[src/rtl/timer_sched_pkg.sv]
// Shared definitions for the timer scheduler: FSM encoding, ID width helpers
// and a one-hot decoder used to steer the done pulse.
package timer_sched_pkg;

    localparam logic [1:0] ST_IDLE  = 2'd0;
    localparam logic [1:0] ST_LOAD  = 2'd1;
    localparam logic [1:0] ST_COUNT = 2'd2;
    localparam logic [1:0] ST_DONE  = 2'd3;

    typedef enum logic [1:0] {
        IDLE  = ST_IDLE,
        LOAD  = ST_LOAD,
        COUNT = ST_COUNT,
        DONE  = ST_DONE
    } state_t;

    localparam int MAX_REQ  = 8;
    localparam int MAX_ID_W = $clog2(MAX_REQ);

    function automatic int id_width(input int n);
        return (n > 1) ? $clog2(n) : 1;
    endfunction

    function automatic logic [MAX_REQ-1:0] idx_to_onehot(input logic [MAX_ID_W-1:0] idx);
        logic [MAX_REQ-1:0] oh;
        oh      = '0;
        oh[idx] = 1'b1;
        return oh;
    endfunction

endpackage

[src/rtl/rr_arbiter.sv]
// Combinational round-robin arbiter: the search for a requesting channel
// starts at rr_ptr and wraps; a pointer held at zero gives lowest-index priority.
module rr_arbiter
    import timer_sched_pkg::*;
#(
    parameter int N_REQ = 4,
    parameter int ID_W  = id_width(N_REQ)
) (
    input  logic [N_REQ-1:0] req,
    input  logic [ID_W-1:0]  rr_ptr,
    output logic [ID_W-1:0]  winner,
    output logic             valid
);

    logic [2*N_REQ-1:0] dbl_req;
    logic [N_REQ-1:0]   rot_req;
    logic [ID_W:0]      sum;

    // Rotating a doubled copy puts channel rr_ptr at bit 0, so the first set
    // bit of rot_req is the round-robin winner relative to the pointer.
    always_comb begin
        dbl_req = {req, req} >> rr_ptr;
        rot_req = dbl_req[N_REQ-1:0];
        winner  = '0;
        valid   = 1'b0;
        sum     = '0;
        for (int i = 0; i < N_REQ; i++) begin
            if (!valid && rot_req[i]) begin
                sum = {1'b0, rr_ptr} + (ID_W+1)'(i);
                if (sum >= (ID_W+1)'(N_REQ)) begin
                    sum = sum - (ID_W+1)'(N_REQ);
                end
                winner = sum[ID_W-1:0];
                valid  = 1'b1;
            end
        end
    end

endmodule

[src/rtl/timer_sched.sv]
// Shared down-counting delay engine for N_REQ requesters with a one-cycle done pulse.
// Define TIMER_SCHED_PRIO_EN for fixed lowest-index priority instead of round-robin.
module timer_sched
    import timer_sched_pkg::*;
#(
    parameter int N_REQ = 4,
    parameter int CNT_W = 16
) (
    input  logic                     clk,
    input  logic                     rst,
    input  logic [N_REQ-1:0]         req,
    input  logic [N_REQ*CNT_W-1:0]   dly,
    output logic                     busy,
    output logic [$clog2(N_REQ)-1:0] grant_id,
    output logic [N_REQ-1:0]         done
);

    localparam int ID_W = id_width(N_REQ);

    state_t           state;
    state_t           next_state;
    logic [CNT_W-1:0] cnt;
    logic [CNT_W-1:0] cnt_d;
    logic [CNT_W-1:0] dly_cur;
    logic [CNT_W-1:0] dly_arr [N_REQ];
    logic [ID_W-1:0]  rr_ptr;
    logic [ID_W-1:0]  rr_d;
    logic [ID_W-1:0]  grant_d;
    logic [ID_W-1:0]  win_id;
    logic [ID_W-1:0]  ptr_after;
    logic             win_valid;
    logic             req_cur;
    logic             busy_d;
    logic [N_REQ-1:0] done_d;

    for (genvar g = 0; g < N_REQ; g++) begin : g_dly
        assign dly_arr[g] = dly[g*CNT_W +: CNT_W];
    end

    assign req_cur   = req[grant_id];
    assign dly_cur   = dly_arr[grant_id];
    assign ptr_after = (grant_id == ID_W'(N_REQ-1)) ? '0 : grant_id + 1'b1;

    rr_arbiter #(
        .N_REQ (N_REQ),
        .ID_W  (ID_W)
    ) u_arb (
        .req    (req),
        .rr_ptr (rr_ptr),
        .winner (win_id),
        .valid  (win_valid)
    );

    always_ff @(posedge clk or posedge rst) begin
        if (rst) begin
            state <= IDLE;
        end else begin
            state <= next_state;
        end
    end

    // Dropping the owning request in LOAD or COUNT abandons the count with no done.
    always_comb begin
        next_state = state;
        case (state)
            IDLE: begin
                if (win_valid) begin
                    next_state = LOAD;
                end
            end
            LOAD: begin
                next_state = req_cur ? COUNT : IDLE;
            end
            COUNT: begin
                if (!req_cur) begin
                    next_state = IDLE;
                end else if (cnt == CNT_W'(1)) begin
                    next_state = DONE;
                end
            end
            DONE: begin
                next_state = IDLE;
            end
            default: begin
                next_state = IDLE;
            end
        endcase
    end

    // A zero delay is loaded as one so that dly=0 and dly=1 finish on the same edge.
    always_comb begin
        cnt_d   = cnt;
        grant_d = grant_id;
        rr_d    = rr_ptr;
        done_d  = '0;
        busy_d  = (next_state != IDLE);
        case (state)
            IDLE: begin
                if (win_valid) begin
                    grant_d = win_id;
                end
            end
            LOAD: begin
                if (!req_cur) begin
                    rr_d = ptr_after;
                end else if (dly_cur == '0) begin
                    cnt_d = CNT_W'(1);
                end else begin
                    cnt_d = dly_cur;
                end
            end
            COUNT: begin
                if (!req_cur) begin
                    rr_d = ptr_after;
                end else if (cnt > CNT_W'(1)) begin
                    cnt_d = cnt - 1'b1;
                end
            end
            DONE: begin
                rr_d = ptr_after;
            end
            default: begin
            end
        endcase
        if (next_state == DONE) begin
            done_d = N_REQ'(idx_to_onehot(MAX_ID_W'(grant_id)));
        end
`ifdef TIMER_SCHED_PRIO_EN
        rr_d = '0;
`endif
    end

    always_ff @(posedge clk or posedge rst) begin
        if (rst) begin
            cnt      <= '0;
            rr_ptr   <= '0;
            grant_id <= '0;
            busy     <= 1'b0;
            done     <= '0;
        end else begin
            cnt      <= cnt_d;
            rr_ptr   <= rr_d;
            grant_id <= grant_d;
            busy     <= busy_d;
            done     <= done_d;
        end
    end

endmodule

[config.mk]
export PLATFORM = sky130hd
export DESIGN_NAME = timer_sched
export DESIGN_NICKNAME = d
export VERILOG_FILES = /design/src/rtl/timer_sched_pkg.sv /design/src/rtl/rr_arbiter.sv /design/src/rtl/timer_sched.sv
export SDC_FILE = /design/constraint.sdc
export NUM_CORES = 1
export LEC_CHECK = 0
export CORE_ASPECT_RATIO = 0.75
export CORE_UTILIZATION = 49
export DETAILED_ROUTE_END_ITERATION = 12
export HOLD_SLACK_MARGIN = 0.15
export PLACE_DENSITY = 0.95
export SETUP_SLACK_MARGIN = 0.5
export SLEW_MARGIN = 20
export SYNTH_ARGS = -nofsm -noshare
export SYNTH_HDL_FRONTEND = slang
export SYNTH_SLANG_ARGS = --single-unit
export TNS_END_PERCENT = 5
[constraint.sdc]
create_clock -name clk -period 4.79 [get_ports clk]
set_input_delay 1.1975 -clock clk [delete_from_list [all_inputs] [get_ports clk]]
set_output_delay 1.1975 -clock clk [all_outputs]
set_load 0.01 [all_outputs]
==> flow_summary.toml, run 1 <==
[hold_path]
hp-class = "flop to flop"
hold_end = "cnt[15]$_DFFE_PP0P_"
worstHoldStart = "cnt[15]$_DFFE_PP0P_"
hold_depth = 2

[layout]
diodes = 0
syn_to_final_growth_pct = 38.0
drive_gt1_frac = 0.108
multi_input_area_sq_um = 1410
nets = 377
n_fill_cell = 268
ff_latch_area_sq_um = 676

[timing]
finalHoldViolCount = 0
fin_crit_sh = 0.687
clock.fmax_mhz = 304
setup_viol = 0
rsz0062_at_grt = "false"
setup_tns_ps = 0
period_minus_slack_ps = 3290
relSlewSlack = 0.336
setup_ws_ps = 1500
worst_clock_skew_ps = 4.59
slew_viol_final = 0
worstMarginPinSlew_ps = 994

[yosys]
synthArstFlopShare = 1.00
synthesis.area_sq_um = 2190
synth_top_area_cell = "dfrtp_1"
synth_cell_types = 45
synthTopCellsByArea = "dfrtp_1, mux4_2, ha_1"
synth_nets = 304
avgSynthCellArea_sq_um = 9.84
synthTopCellsByCount = "dfrtp_1, nor2_1, o21ai_0"
synth.most_common_cell = "dfrtp_1"
synth_enable_flop_cells = 0
netlist_instances = 223
yosysTopAreaCellShare = 0.308
seq_area_frac_synth = 0.308
yosys_warnings = 0
synthFlopType = "dfrtp_1"
ys_ff_latch = 27

[clocking]
h-tree-depth = 1
cts_resized = 0
post_cts_buffers = 0
cts_buffers = 3
cts_buffer_depth = 2
cts.clk_slew.worst_paths_ps = 90
clkSinkCount = 27
clock_latency_ps = 280
cts_hold_buf = 0
cts_tree = "done"
root_buffer = "clkbuf_8"

[die]
ios = 77
num_rows = 20
core_sq_um = 4180
start_util = 0.525
dieArea_sq_um = 4750
die_x_um = 79.3
die_h_um = 60.0

[global_route]
grt_max_degree = 31
overflow = 0
antenna_found_initial = 0
grt_first_pass_wirelength_um = 10500
grt_pass1_vias = 2232
grt_usage = 0.296

[flow_run]
max_cap_viol_count = 0

[pwr]
ir_drop_mv = 0.230
leakage_nw = 1.14
powerDensity_nw_per_um2 = 493
total_power_w = 0.00149

[route]
routedWlPerCell_um = 17.9
first_pass_iters = 5
routed_wl_um = 6260
antenna_left = 0
drc = 0
num_vias = 2157
drtIter0Drc = 234
via_per_inst = 6.16

[setup_path]
rrSetupSlack_ps = 1870
arrival_ps = 3430
endpoint_kind = "flop"
crit_fanout = 12
required_ps = 4930
rr_worst_depth = 7
timing.rr.start = "state[0]$_DFF_PP0_"
crit_type = "input port to flop"
cp-start-kind = "input port"
r2r_end = "cnt[14]$_DFFE_PP0P_"

[place]
place.detailed.hpwl_um = 5030
port-buffer-count = 76
dp_slack_ps = 1270
place.gp.congestion = 0.900

[run_status]
run_status = "complete, no violations"
[metrics by stage]
step,utilization,hold slack [ps],cells,instance area (sq um)
2_1_floorplan,-,470,223,2190
3_3_place_gp,0.713,505,346,2980
3_5_place_dp,0.713,503,346,2980
4_1_cts,0.725,523,350,3030
5_1_grt,0.725,601,350,3030
6_report,0.725,536,350,3030
[power breakdown]
group	switching [W]	leakage [nW]	total, W	internal (W)
clock	0.0000727	0.0255	0.000131	0.0000584
combinational	0.000432	0.786	0.000872	0.000440
sequential	0.000164	0.329	0.000490	0.000326
[worst max path at each step]
stage                      start                 end  slack (ps)
after detailed placement  req[3]      busy$_DFF_PP0_        1270
final                     req[3]      busy$_DFF_PP0_        1500
after global routing      req[3]      busy$_DFF_PP0_        1300
after floorplan           req[3]  cnt[0]$_DFFE_PP0P_        2270
after global placement    req[3]      busy$_DFF_PP0_        1330
after CTS                 req[3]      busy$_DFF_PP0_        1540
[routing by layer]
layer | GRT usage | part of all wire | vias to the layer above
met2 | 0.473 | 0.46 | 126
met5 | 0 | 0 | -
met3 | 0.0580 | 0.091 | 12
met1 | 0.413 | 0.43 | 1022
met4 | 0.0831 | 0.015 | 0
li1 | - | - | 997
[logic make-up (layout without fill, tap and decap cells)]
| family | count (synthesis) | count (layout) | share of synthesized area |
|---|---|---|---|
| simple gates | 71 | 71 | 0.181 |
| compound gates | 70 | 70 | 0.209 |
| flops | 27 | 27 | 0.308 |
| buf+inv | 24 | 96 | 0.0502 |
| mux | 20 | 20 | 0.189 |
| fa+ha+maj | 11 | 11 | 0.0627 |
[state kept, by name, indices dropped and copies added, names as in the netlist]
register,flops
cnt,16
done,4
grant_id,2
rr_ptr,2
state,2
busy,1
[placed cells by master (no fill, tap or decap), drive strengths merged, types with 3 or more instances in the layout]
master	Yosys	layout
a31oi	5	5
nor3	7	7
a21oi	16	16
o22a	5	5
o22ai	4	4
mux4	17	17
nor2	20	20
nand2	17	17
inv	13	13
o21ai	21	21
o31a	3	3
nor4b	4	4
nor4	8	8
o21bai	3	3
nand3	4	4
clkbuf	5	3
dfrtp	27	27
a22oi	4	4
ha	11	11
clkdlybuf4s50	0	76
[area by class of cell]
type	count	share of cell area
clock inverter	1	0.00165
timing repair buffer	78	0.256
multi-input combinational	172	0.465
sequential	27	0.223
clock buffer	3	0.0136
tap	55	0.0227
inverter	14	0.0174
[critical path: stages]
cell	delay (ps)
clkdlybuf4s50_1	480
mux4_2	570
o21ai_1	450
o21ai_0	170
a22oi_1	400
o21ai_0	160
No activity file was read; power rests on OpenSTA's default activity.
==> run 2: changes to the inputs <==
--- a/config.mk
+++ b/config.mk
@@ -6,10 +6,10 @@
 export NUM_CORES = 1
 export LEC_CHECK = 0
 export CORE_ASPECT_RATIO = 0.75
-export CORE_UTILIZATION = 49
+export CORE_UTILIZATION = 41
 export DETAILED_ROUTE_END_ITERATION = 12
 export HOLD_SLACK_MARGIN = 0.15
-export PLACE_DENSITY = 0.95
+export PLACE_DENSITY = 0.88
 export SETUP_SLACK_MARGIN = 0.5
 export SLEW_MARGIN = 20
 export SYNTH_ARGS = -nofsm -noshare
==> constraint.sdc (replaced) <==
create_clock -name clk -period 2.7 [get_ports clk]
set_input_delay 0.675 -clock clk [delete_from_list [all_inputs] [get_ports clk]]
set_output_delay 0.675 -clock clk [all_outputs]
set_load 0.01 [all_outputs]
==> run 2 against run 1 <==
Core utilization shrank 7.6 points. Total power up 99%. Critical path depth decreased by 1. Clock skew fell by 2.0 ps. Flip-flop and latch count is the same. Combinational power up 120%. Global-route usage fell by 4.8 points. Sequential share of layout area fell by 1.5 points. Count of clock-buffer cells in the layout stayed put. Highest routed layer unchanged.
==> flow_summary.toml, run 2 (same netlist as run 1, synthesis figures left out) <==
[run_status]
run_status = "complete, no violations"

[clocking]
cts_buffers = 3
cts_buffer_depth = 2
cts_tree = "done"
clock_latency_ps = 280
clkSinkCount = 27
root_buffer = "clkbuf_8"
cts_hold_buf = 0
h-tree-depth = 1
cts.clk_slew.worst_paths_ps = 90

[flow_run]
max_cap_viol_count = 0

[layout]
drive_gt1_frac = 0.170
largest_register_ffs = 16
syn_to_final_growth_pct = 48.0
most-common-layout-cells = "clkdlybuf4s50_1, dfrtp_1, nor2_1"
top_register = "cnt"
reg_top3 = "cnt (16), done (4)"
final_common_cell = "clkdlybuf4s50_1"
final_util = 0.648
n_fill_cell = 383
diodes = 0
nets = 394

[setup_path]
crit_type = "flop to flop"
timing.rr.start = "cnt[7]$_DFFE_PP0P_"
crit_path_end = "cnt[11]$_DFFE_PP0P_"
rrSetupSlack_ps = 540
r2r_end = "cnt[11]$_DFFE_PP0P_"
arrival_ps = 2340
cpPeakStageDelay_ps = 510
crit_fanout = 8
worst-path-buf-inv = 0
required_ps = 2880
cp_num_cells = 5
critical-path-top-delay-family = "compound AO/OA/AOI/OAI gates"
cpMostUsedCell = "o21ai_0"
cp-start-kind = "flop"
slowest_stage = "dfrtp_1"
cp-startpoint = "cnt[7]$_DFFE_PP0P_"
path_cells = "nor4_4, nand3_4, o31ai_2, o21ai_0, o21ai_0"
rr_worst_depth = 5
endpoint_kind = "flop"

[pwr]
p_int_w = 0.00166
ir_drop_mv = 0.442
power_switching_w = 0.00131
clkPwrFrac = 0.079
combPwrFrac = 0.641
leakage_nw = 1.26
p_seq_frac = 0.279
swShare = 0.441
total_power_w = 0.00298
powerDensity_nw_per_um2 = 917

[die]
die_x_um = 86.5
core_sq_um = 5010
die_h_um = 65.4
dieArea_sq_um = 5650
ios = 77
num_rows = 22
start_util = 0.438

[route]
first_pass_iters = 5
routedWlPerCell_um = 18.0
routed_wl_um = 6900
drc = 0
num_vias = 2321
via_per_inst = 6.04
antenna_left = 0
drtIter0Drc = 394

[timing]
finalHoldViolCount = 0
rsz0062_at_grt = "true"
fin_crit_sh = 0.800
setup_tns_ps = 0
relSlewSlack = 0.665
whs_ps = 538
clock.fmax_mhz = 463
period_minus_slack_ps = 2160
worst_clock_skew_ps = 2.57
slew_viol_final = 0
setup_viol = 0
worstMarginPinSlew_ps = 498

[global_route]
grt_max_degree = 28
grt_pass1_vias = 2305
grt_usage = 0.248
overflow = 0
antenna_found_initial = 0
grt_first_pass_wirelength_um = 10700

[place]
place.detailed.hpwl_um = 4850
place.gp.congestion = 0.879
port-buffer-count = 76

[hold_path]
hp-class = "flop to flop"
[run 2: cell types whose count changed in the layout (fill, tap and decap cells not counted), sizes merged]
cell | before | now
buf | 2 | 18
clkdlybuf4s50 | 76 | 72
dlymetal6s2s | 0 | 3
dlygate4sd2 | 0 | 1
o31ai | 1 | 2
[run 2: power by group through the flow]
stage          Clock, W  Combinational (W)  Sequential [W]
6_report       0.000236            0.00191        0.000832
3_3_place_gp          0            0.00159        0.000808
2_1_floorplan         0            0.00119        0.000762
4_1_cts        0.000234            0.00178        0.000814
5_1_grt        0.000251            0.00206        0.000855
3_5_place_dp          0            0.00164        0.000811
[run 2: final cells by class]
cell class | count | area (sq um) | share of cell area
flip-flops and latches | 27 | 676 | 0.208
well taps | 72 | 90.1 | 0.0277
multi-input cells | 173 | 1440 | 0.444
clock buffers | 3 | 41.3 | 0.0127
clock inverters | 1 | 5.00 | 0.00154
repair buffers | 94 | 940 | 0.289
inverters | 14 | 53.8 | 0.0166
[run 2: how the worst min path moves through the flow]
stage	from	end	slack, ps	cells past startpoint
after CTS	cnt[12]$_DFFE_PP0P_	cnt[12]$_DFFE_PP0P_	530	2
after floorplan	cnt[12]$_DFFE_PP0P_	cnt[12]$_DFFE_PP0P_	470	2
final	cnt[12]$_DFFE_PP0P_	cnt[12]$_DFFE_PP0P_	540	2
after global placement	cnt[15]$_DFFE_PP0P_	cnt[15]$_DFFE_PP0P_	510	2
after global routing	cnt[15]$_DFFE_PP0P_	cnt[15]$_DFFE_PP0P_	590	2
after detailed placement	cnt[12]$_DFFE_PP0P_	cnt[12]$_DFFE_PP0P_	510	2
[run 2: tightest hold or removal path, delay by kind of cell, from the launching register on]
family             cells  cell delay, ps
AOI/OAI and AO/OA      2             150
DFF                    1             360
[run 2: repair_timing]
action,in CTS,in global routing
setup endpoints to repair,21,23
pin swaps,0,1
gates cloned,1,0
gates resized for setup,5,5
setup buffers,5,4
[run 2: stage by stage]
stage | std cells | cell area, sq um | setup slack, ps
6_report | 384 | 3250 | 541
5_1_grt | 384 | 3250 | 485
3_3_place_gp | 370 | 3070 | 70.8
2_1_floorplan | 223 | 2190 | 703
4_1_cts | 380 | 3200 | 473
3_5_place_dp | 370 | 3070 | 11.3
[run 2: per-layer routing]
| layer | vias to the layer above | wire [um] | global-route usage |
|---|---|---|---|
| met3 | 35 | 690 | 0.0540 |
| met1 | 1072 | 2690 | 0.324 |
| met4 | 0 | 305 | 0.0938 |
| li1 | 1037 | - | - |
| met5 | - | 0 | 0 |
| met2 | 177 | 3220 | 0.404 |
